===== src/rtl/img_mem_sequencer.sv =====
// Job sequencer and RAM arbiter for the image downsampling processor:
// host load, processor run, host unload, with a single RAM owner per phase.
module img_mem_sequencer #(
  parameter int ADDR_W        = 16,
  parameter int DATA_W        = 8,
  parameter int IMG_IN_WORDS  = 16384,
  parameter int OUT_BASE      = 16384,
  parameter int IMG_OUT_WORDS = 4096
) (
  input  logic              clk,
  input  logic              rst,
  input  logic              start,
  input  logic              host_wr_valid,
  input  logic [DATA_W-1:0] host_wr_data,
  output logic              host_wr_ready,
  output logic              host_rd_valid,
  output logic [DATA_W-1:0] host_rd_data,
  input  logic              host_rd_ready,
  output logic              enable,
  input  logic              finish,
  input  logic              proc_mem_rd,
  input  logic              proc_mem_wr,
  input  logic [ADDR_W-1:0] proc_addr,
  input  logic [DATA_W-1:0] proc_wdata,
  output logic [DATA_W-1:0] proc_rdata,
  output logic [ADDR_W-1:0] ram_addr,
  output logic [DATA_W-1:0] ram_wdata,
  output logic              ram_we,
  output logic              ram_re,
  input  logic [DATA_W-1:0] ram_rdata,
  output logic [2:0]        state,
  output logic              done,
  output logic              err
);

  typedef enum logic [2:0] {
    S_IDLE  = 3'd0,
    S_LOAD  = 3'd1,
    S_RUN   = 3'd2,
    S_UREAD = 3'd3,
    S_UHOLD = 3'd4,
    S_DONE  = 3'd5
  } state_t;

  localparam logic [ADDR_W:0]   LOAD_LAST  = (ADDR_W+1)'(IMG_IN_WORDS - 1);
  localparam logic [ADDR_W:0]   OUT_LAST   = (ADDR_W+1)'(IMG_OUT_WORDS - 1);
  localparam logic [ADDR_W:0]   CNT_ONE    = (ADDR_W+1)'(1);
  localparam logic [ADDR_W-1:0] OUT_BASE_A = ADDR_W'(OUT_BASE);

  state_t            state_q;
  logic [ADDR_W:0]   load_cnt;
  logic [ADDR_W:0]   rd_cnt;
  logic [DATA_W-1:0] rd_data_q;
  logic              uhold_first;
  logic              proto_err;

  assign state         = state_q;
  assign host_wr_ready = (state_q == S_LOAD);
  assign proc_rdata    = ram_rdata;

  // RAM data is only valid in the first UHOLD cycle; pass it through then,
  // and present the captured copy for as long as the host stalls.
  assign host_rd_data = uhold_first ? ram_rdata : rd_data_q;

  always_comb begin
    proto_err = 1'b0;
    if (state_q == S_RUN) proto_err = proc_mem_rd & proc_mem_wr;
    else                  proto_err = proc_mem_rd | proc_mem_wr;
  end

  always_comb begin
    ram_addr  = '0;
    ram_wdata = '0;
    ram_we    = 1'b0;
    ram_re    = 1'b0;
    case (state_q)
      S_LOAD: begin
        ram_addr  = load_cnt[ADDR_W-1:0];
        ram_wdata = host_wr_data;
        ram_we    = host_wr_valid;
      end
      S_RUN: begin
        ram_addr  = proc_addr;
        ram_wdata = proc_wdata;
        ram_we    = proc_mem_wr;
        ram_re    = proc_mem_rd & ~proc_mem_wr;
      end
      S_UREAD: begin
        ram_addr = OUT_BASE_A + rd_cnt[ADDR_W-1:0];
        ram_re   = 1'b1;
      end
      default: ;
    endcase
  end

  always_ff @(posedge clk or posedge rst) begin
    if (rst) begin
      state_q       <= S_IDLE;
      load_cnt      <= '0;
      rd_cnt        <= '0;
      rd_data_q     <= '0;
      uhold_first   <= 1'b0;
      enable        <= 1'b0;
      done          <= 1'b0;
      err           <= 1'b0;
      host_rd_valid <= 1'b0;
    end else begin
      if (proto_err) err <= 1'b1;
      case (state_q)
        S_IDLE: begin
          if (start) begin
            state_q  <= S_LOAD;
            load_cnt <= '0;
            rd_cnt   <= '0;
          end
        end
        S_LOAD: begin
          if (host_wr_valid) begin
            load_cnt <= load_cnt + CNT_ONE;
            if (load_cnt == LOAD_LAST) begin
              state_q <= S_RUN;
              enable  <= 1'b1;
            end
          end
        end
        S_RUN: begin
          if (finish) begin
            state_q <= S_UREAD;
            enable  <= 1'b0;
            rd_cnt  <= '0;
          end
        end
        S_UREAD: begin
          state_q       <= S_UHOLD;
          host_rd_valid <= 1'b1;
          uhold_first   <= 1'b1;
        end
        S_UHOLD: begin
          uhold_first <= 1'b0;
          if (uhold_first) rd_data_q <= ram_rdata;
          if (host_rd_ready) begin
            host_rd_valid <= 1'b0;
            if (rd_cnt == OUT_LAST) begin
              state_q <= S_DONE;
              done    <= 1'b1;
            end else begin
              rd_cnt  <= rd_cnt + CNT_ONE;
              state_q <= S_UREAD;
            end
          end
        end
        S_DONE: begin
          if (start) begin
            state_q  <= S_LOAD;
            done     <= 1'b0;
            load_cnt <= '0;
            rd_cnt   <= '0;
          end
        end
        default: state_q <= S_IDLE;
      endcase
    end
  end

endmodule


===== config.mk =====
export PLATFORM = sky130hd
export DESIGN_NAME = img_mem_sequencer
export DESIGN_NICKNAME = d
export VERILOG_FILES = /design/src/rtl/img_mem_sequencer.sv
export SDC_FILE = /design/constraint.sdc
export NUM_CORES = 1
export LEC_CHECK = 0
export ABC_AREA = 1
export BUFFER_PORTS_ARGS = -buffer_cell sky130_fd_sc_hd__buf_2
export CORE_ASPECT_RATIO = 1.5
export CORE_MARGIN = 10
export CORE_UTILIZATION = 57
export CTS_BUF_LIST = sky130_fd_sc_hd__clkbuf_4 sky130_fd_sc_hd__clkbuf_8 sky130_fd_sc_hd__clkbuf_16
export CTS_CLUSTER_SIZE = 40
export DETAILED_ROUTE_END_ITERATION = 12
export PLACE_DENSITY_LB_ADDON = 0.25
export SKIP_LAST_GASP = 1
export SLEW_MARGIN = 20
export SYNTH_ARGS = -nofsm -noshare
export SYNTH_HDL_FRONTEND = slang
export SYNTH_SLANG_ARGS = --single-unit

===== constraint.sdc =====
create_clock -name clk -period 2.5 [get_ports clk]
set_input_delay 0.25 -clock clk [delete_from_list [all_inputs] [get_ports clk]]
set_output_delay 0.25 -clock clk [all_outputs]
set_load 0.02 [all_outputs]

Word level (Yosys, flattened, before mapping)

Cells that the tools add are included.

Register bits: 50

Equal/unequal tests: 15
Multiplexer cells: 31
Reduce and logical (&&, ||, !) cells: 13
Bitwise gates (word level): 4
$add $sub $neg: 3

Operator list:

| cell                   | count |
|---|---|
| $mux 17                | 5 |
| $pmux 17 s3            | 1 |
| $pmux 16 s3            | 1 |
| $add 17x1->17 const B  | 2 |
| $pmux 17 s2            | 1 |
| $mux 3                 | 6 |
| $eq 17x12->1 const B   | 1 |
| $eq 17x14->1 const B   | 1 |
| $add 15x16->16 const A | 1 |
| $pmux 8 s2             | 1 |
| $pmux 3 s5             | 1 |
| $ne 2x2->1 const B     | 6 |
| $pmux 1 s2             | 6 |
| $reduce_and 5->1       | 2 |
| $mux 1                 | 8 |
| $mux 8                 | 1 |
| $reduce_and 4->1       | 2 |
| $reduce_bool 2->1      | 4 |
| $eq 3x2->1 const B     | 2 |
| $eq 3x3->1 const B     | 2 |
| $ne 2x1->1 const B     | 2 |
| $eq 3x1->1 const B     | 1 |
| $logic_not 3->1        | 1 |
| $reduce_and 3->1       | 1 |
| 6 further kinds        | 7 |

Depth between registers and ports, before layout

Depth after elaboration: 4
Depth in mapped cells: 11
Gate-level depth less buffers: 10

Worst setup path after synthesis

OpenSTA, ideal clock, no wires.

Path kind: register to output
Start: reg state_q[1], in the netlist state[1]
End: out ram_addr[0]
Slack: 0.641 ns
Arrival: 1.609 ns
Cell stages (with the launch flop): 6
Buffers on the path: 2
Data required time: 2.250 ns
Path through: dfrtp_1 > buf_4 > nor3_2 > inv_2 > clkbuf_1 > o221ai_1

Longest elaborated chain between the ends: 2
Elaborated cells on any way between the ends: 4

RTL lines:

| item                                     | RTL line | text |
|---|---|---|
| start, declared                          | 50       | `state_t state_q;` |
| start signal, assigned                   | 98       | `state_q <= S_IDLE;` |
| start signal, assigned                   | 112      | `state_q <= S_LOAD;` |
| start signal, assigned                   | 121      | `state_q <= S_RUN;` |
| $eq 3x2->1 or $eq 3x1->1 (tied branches) | 76       | `case (state_q)` |
| $pmux 16 s3 *                            | 76       |  |
| end, declared                            | 26       | `output logic [ADDR_W-1:0] ram_addr,` |

Mark *: on every way between the ends. The rest lies on a longest branch, timed or not.

Worst setup path in the final report

Start: reg state_q[1], in the netlist state[1]
End: out ram_addr[12]

Same word-level chain as after synthesis.

==> results.sh <==
export IMPL_status="complete, no violations"
export IMPL_path_buf_inv=2
export IMPL_hold_violations=0
export IMPL_drtIter0Drc=207
export IMPL_grt_usage_pct=20.8
export IMPL_gr_total_overflow=0
export IMPL_synth_area_um2=3560
export IMPL_maxSlewHeadroom_pct=51.8
export IMPL_ios=98
export IMPL_grt_max_degree=35
export IMPL_final_layout_size_suffix_gt1_share_pct=21.1
export IMPL_whs_ns=0.0427
export IMPL_syn_inst=542
export IMPL_n_fill_cell=551
export IMPL_ff2ff_path_depth=9
export IMPL_rsz0062_at_grt="no"
export IMPL_fmax_ghz=0.446
export IMPL_drv_cap=0
export IMPL_postCtsSetupBuffers=0
export IMPL_area_growth_pct=17.4
export IMPL_cts_root_buf="clkbuf_8"
export IMPL_ys_types=26
export IMPL_worstSetupPathType="reg2out"
export IMPL_arrival_ns=1.99
export IMPL_core_area_um2=6090
export IMPL_r2r_slack_ns=0.47
export IMPL_place_gp_congestion=1.02
export IMPL_numCtsBuffers=5
export IMPL_start_kind="flop"
export IMPL_wl_per_cell_um=15.1
export IMPL_die_y_um=117
export IMPL_final_area_um2=4180
export IMPL_initial_utilization_pct=58.5
export IMPL_layout_nets=680
export IMPL_vias=3894
export IMPL_die_area_um2=9870
export IMPL_cts_num_sinks=50
export IMPL_rows=35
export IMPL_fin_crit_ns=2.24
export IMPL_first_global_vias=3806
export IMPL_ant_nets=0
export IMPL_cts_max_level=2
export IMPL_slew_violations=0
export IMPL_fin_worst_skew_ns=0.00643
export IMPL_powerDensity_nw_per_um2=1050
export IMPL_placed_area_um2=4040
export IMPL_viasPerCell=5.54
export IMPL_r2r_end="rd_cnt[16]"
export IMPL_dieWidth_um=84.5
export IMPL_cts_tree="built"
export IMPL_grt_pass1_wl_um=17400
export IMPL_synth_area_per_cell_um2=6.57
export IMPL_setup_tns_ns=0
export IMPL_clk_pin_slew_ns=0.09
export IMPL_crit_chain="nand2_1, buf_4, o221ai_1, buf_2"
export IMPL_cts_resized=0
export IMPL_totalWireLength_um=10600
export IMPL_crit_required_ns=2.25
export IMPL_setup_viol=0
export IMPL_antenna_found_initial=0
export IMPL_p_leak_uw=0.00209
export IMPL_synth_yosys_warnings=0
export IMPL_critPathTopFamily="flip-flops"
export IMPL_worst_pin_slew_ns=0.723
export IMPL_port_buffers=97
export IMPL_crit_path_end_kind="output port"
export IMPL_syn_nets=594
export IMPL_slowest_delay_ns=0.82
export IMPL_crit_path_max_fanout=21
export IMPL_cts_hold_buffers=0
export IMPL_ys_seq_area_share_pct=35.2
export IMPL_peakVddDrop_mv=0.943
export IMPL_post_route_period_util_pct=89.8
export IMPL_r2r_start="state[1]"
export IMPL_cts_buffer_depth=2
export IMPL_diodes=0
export IMPL_ys_seq_elements=50
export IMPL_dpl_hpwl_um=8430
export IMPL_hold_path_class="in2async"
export IMPL_insertion_delay_ns=0.31
export IMPL_drc=0
export IMPL_dr_pass1_iters=5
export IMPL_cp_slowest_cell="dfrtp_1"
power by group:
part	leakage [uW]	total [uW]	internal, uW	switching (uW)
Combinational	0.00136	2340	688	1650
Clock	0.0000714	712	427	285
Sequential	0.000653	1350	1050	295
cell families (layout without fill, tap and decap cells):
family	after synthesis	in the layout	share of synthesized area, %
simple gates	287	287	34.8
flops	50	50	35.2
compound gates	95	95	15.4
xor+xnor	1	1	0.246
buf+inv	105	192	12.9
fa+ha+maj	4	4	1.41
through the flow:
stage                     worst slack [ns]  cells  total power (uW)  util, %
after CTS                            0.289    703              4410     68.7
after global placement               0.590    695              3650     66.3
after floorplan                      0.641    542              3050        -
final                                0.255    703              4400     68.7
after detailed placement             0.514    695              3700     66.3
after global routing                 0.120    703              4740     68.7
layout make-up:
class | instances | area, um^2 | area share (%)
multi-input cells | 387 | 1850 | 44.2
flip-flops and latches | 50 | 1250 | 29.9
repair buffers | 106 | 553 | 13.2
inverters | 78 | 293 | 7.01
well taps | 74 | 92.6 | 2.22
clock buffers | 6 | 82.6 | 1.98
clock inverters | 2 | 60.1 | 1.44
cells in the final DEF, fill, tap and decap left out, drive strengths merged:
cell    count
bufinv      2
o211ai      1
nand3      54
o221ai     16
nor3        2
inv        78
a21oi       4
nor2       43
dfrtp      50
nand2     166
o21ai      74
or2         1
clkbuf      6
nand4      21
xor2        1
buf       106
ha          4
state kept, by name, indices dropped and copies added, names as in the netlist:
signal,count
rd_cnt,17
load_cnt,17
rd_data_q,8
enable,1
host_rd_valid,1
uhold_first,1
done,1
state,3
err,1
cell usage after synthesis:
cell type | instances | area share (%)
buf_6 | 3 | 0.95
or2_2 | 1 | 0.18
nor2_2 | 3 | 0.53
inv_1 | 71 | 7.5
o211ai_1 | 1 | 0.21
nor3_2 | 1 | 0.28
nand2_1 | 165 | 17
nor3_4 | 1 | 0.46
inv_2 | 7 | 0.74
nand3_1 | 53 | 7.5
o21ai_2 | 3 | 0.74
o21ai_0 | 49 | 6.9
dfrtp_1 | 50 | 35
buf_1 | 1 | 0.11
buf_2 | 2 | 0.28
nor2_1 | 40 | 4.2
o21ai_1 | 22 | 3.1
nand3_2 | 1 | 0.28
o221ai_1 | 16 | 3.9
clkbuf_1 | 10 | 1.1
nand4_1 | 21 | 3.7
nand2_4 | 1 | 0.32
buf_4 | 11 | 2.3
ha_1 | 4 | 1.4
xor2_1 | 1 | 0.25
a21oi_1 | 4 | 0.56
worst max-delay path by stage:
stage	from	endpoint	slack, ns	cells after the start
2_1_floorplan	state[1]	ram_addr[0]	0.64	5
3_3_place_gp	state[1]	load_cnt[1]	0.59	9
3_5_place_dp	state[1]	load_cnt[2]	0.51	9
4_1_cts	state[1]	ram_addr[1]	0.29	6
5_1_grt	state[0]	ram_addr[2]	0.12	8
6_report	state[1]	ram_addr[12]	0.26	4
layer usage:
metal / wire length (um) / GRT usage [%] / vias to the layer above
li1: - / - / 1936
met3: 572 / 3.39 / 29
met2: 5780 / 39.1 / 120
met5: 0 / 0 / -
met4: 294 / 7.82 / 0
met1: 3980 / 22.7 / 1809
(Power assumes the default switching activity.)
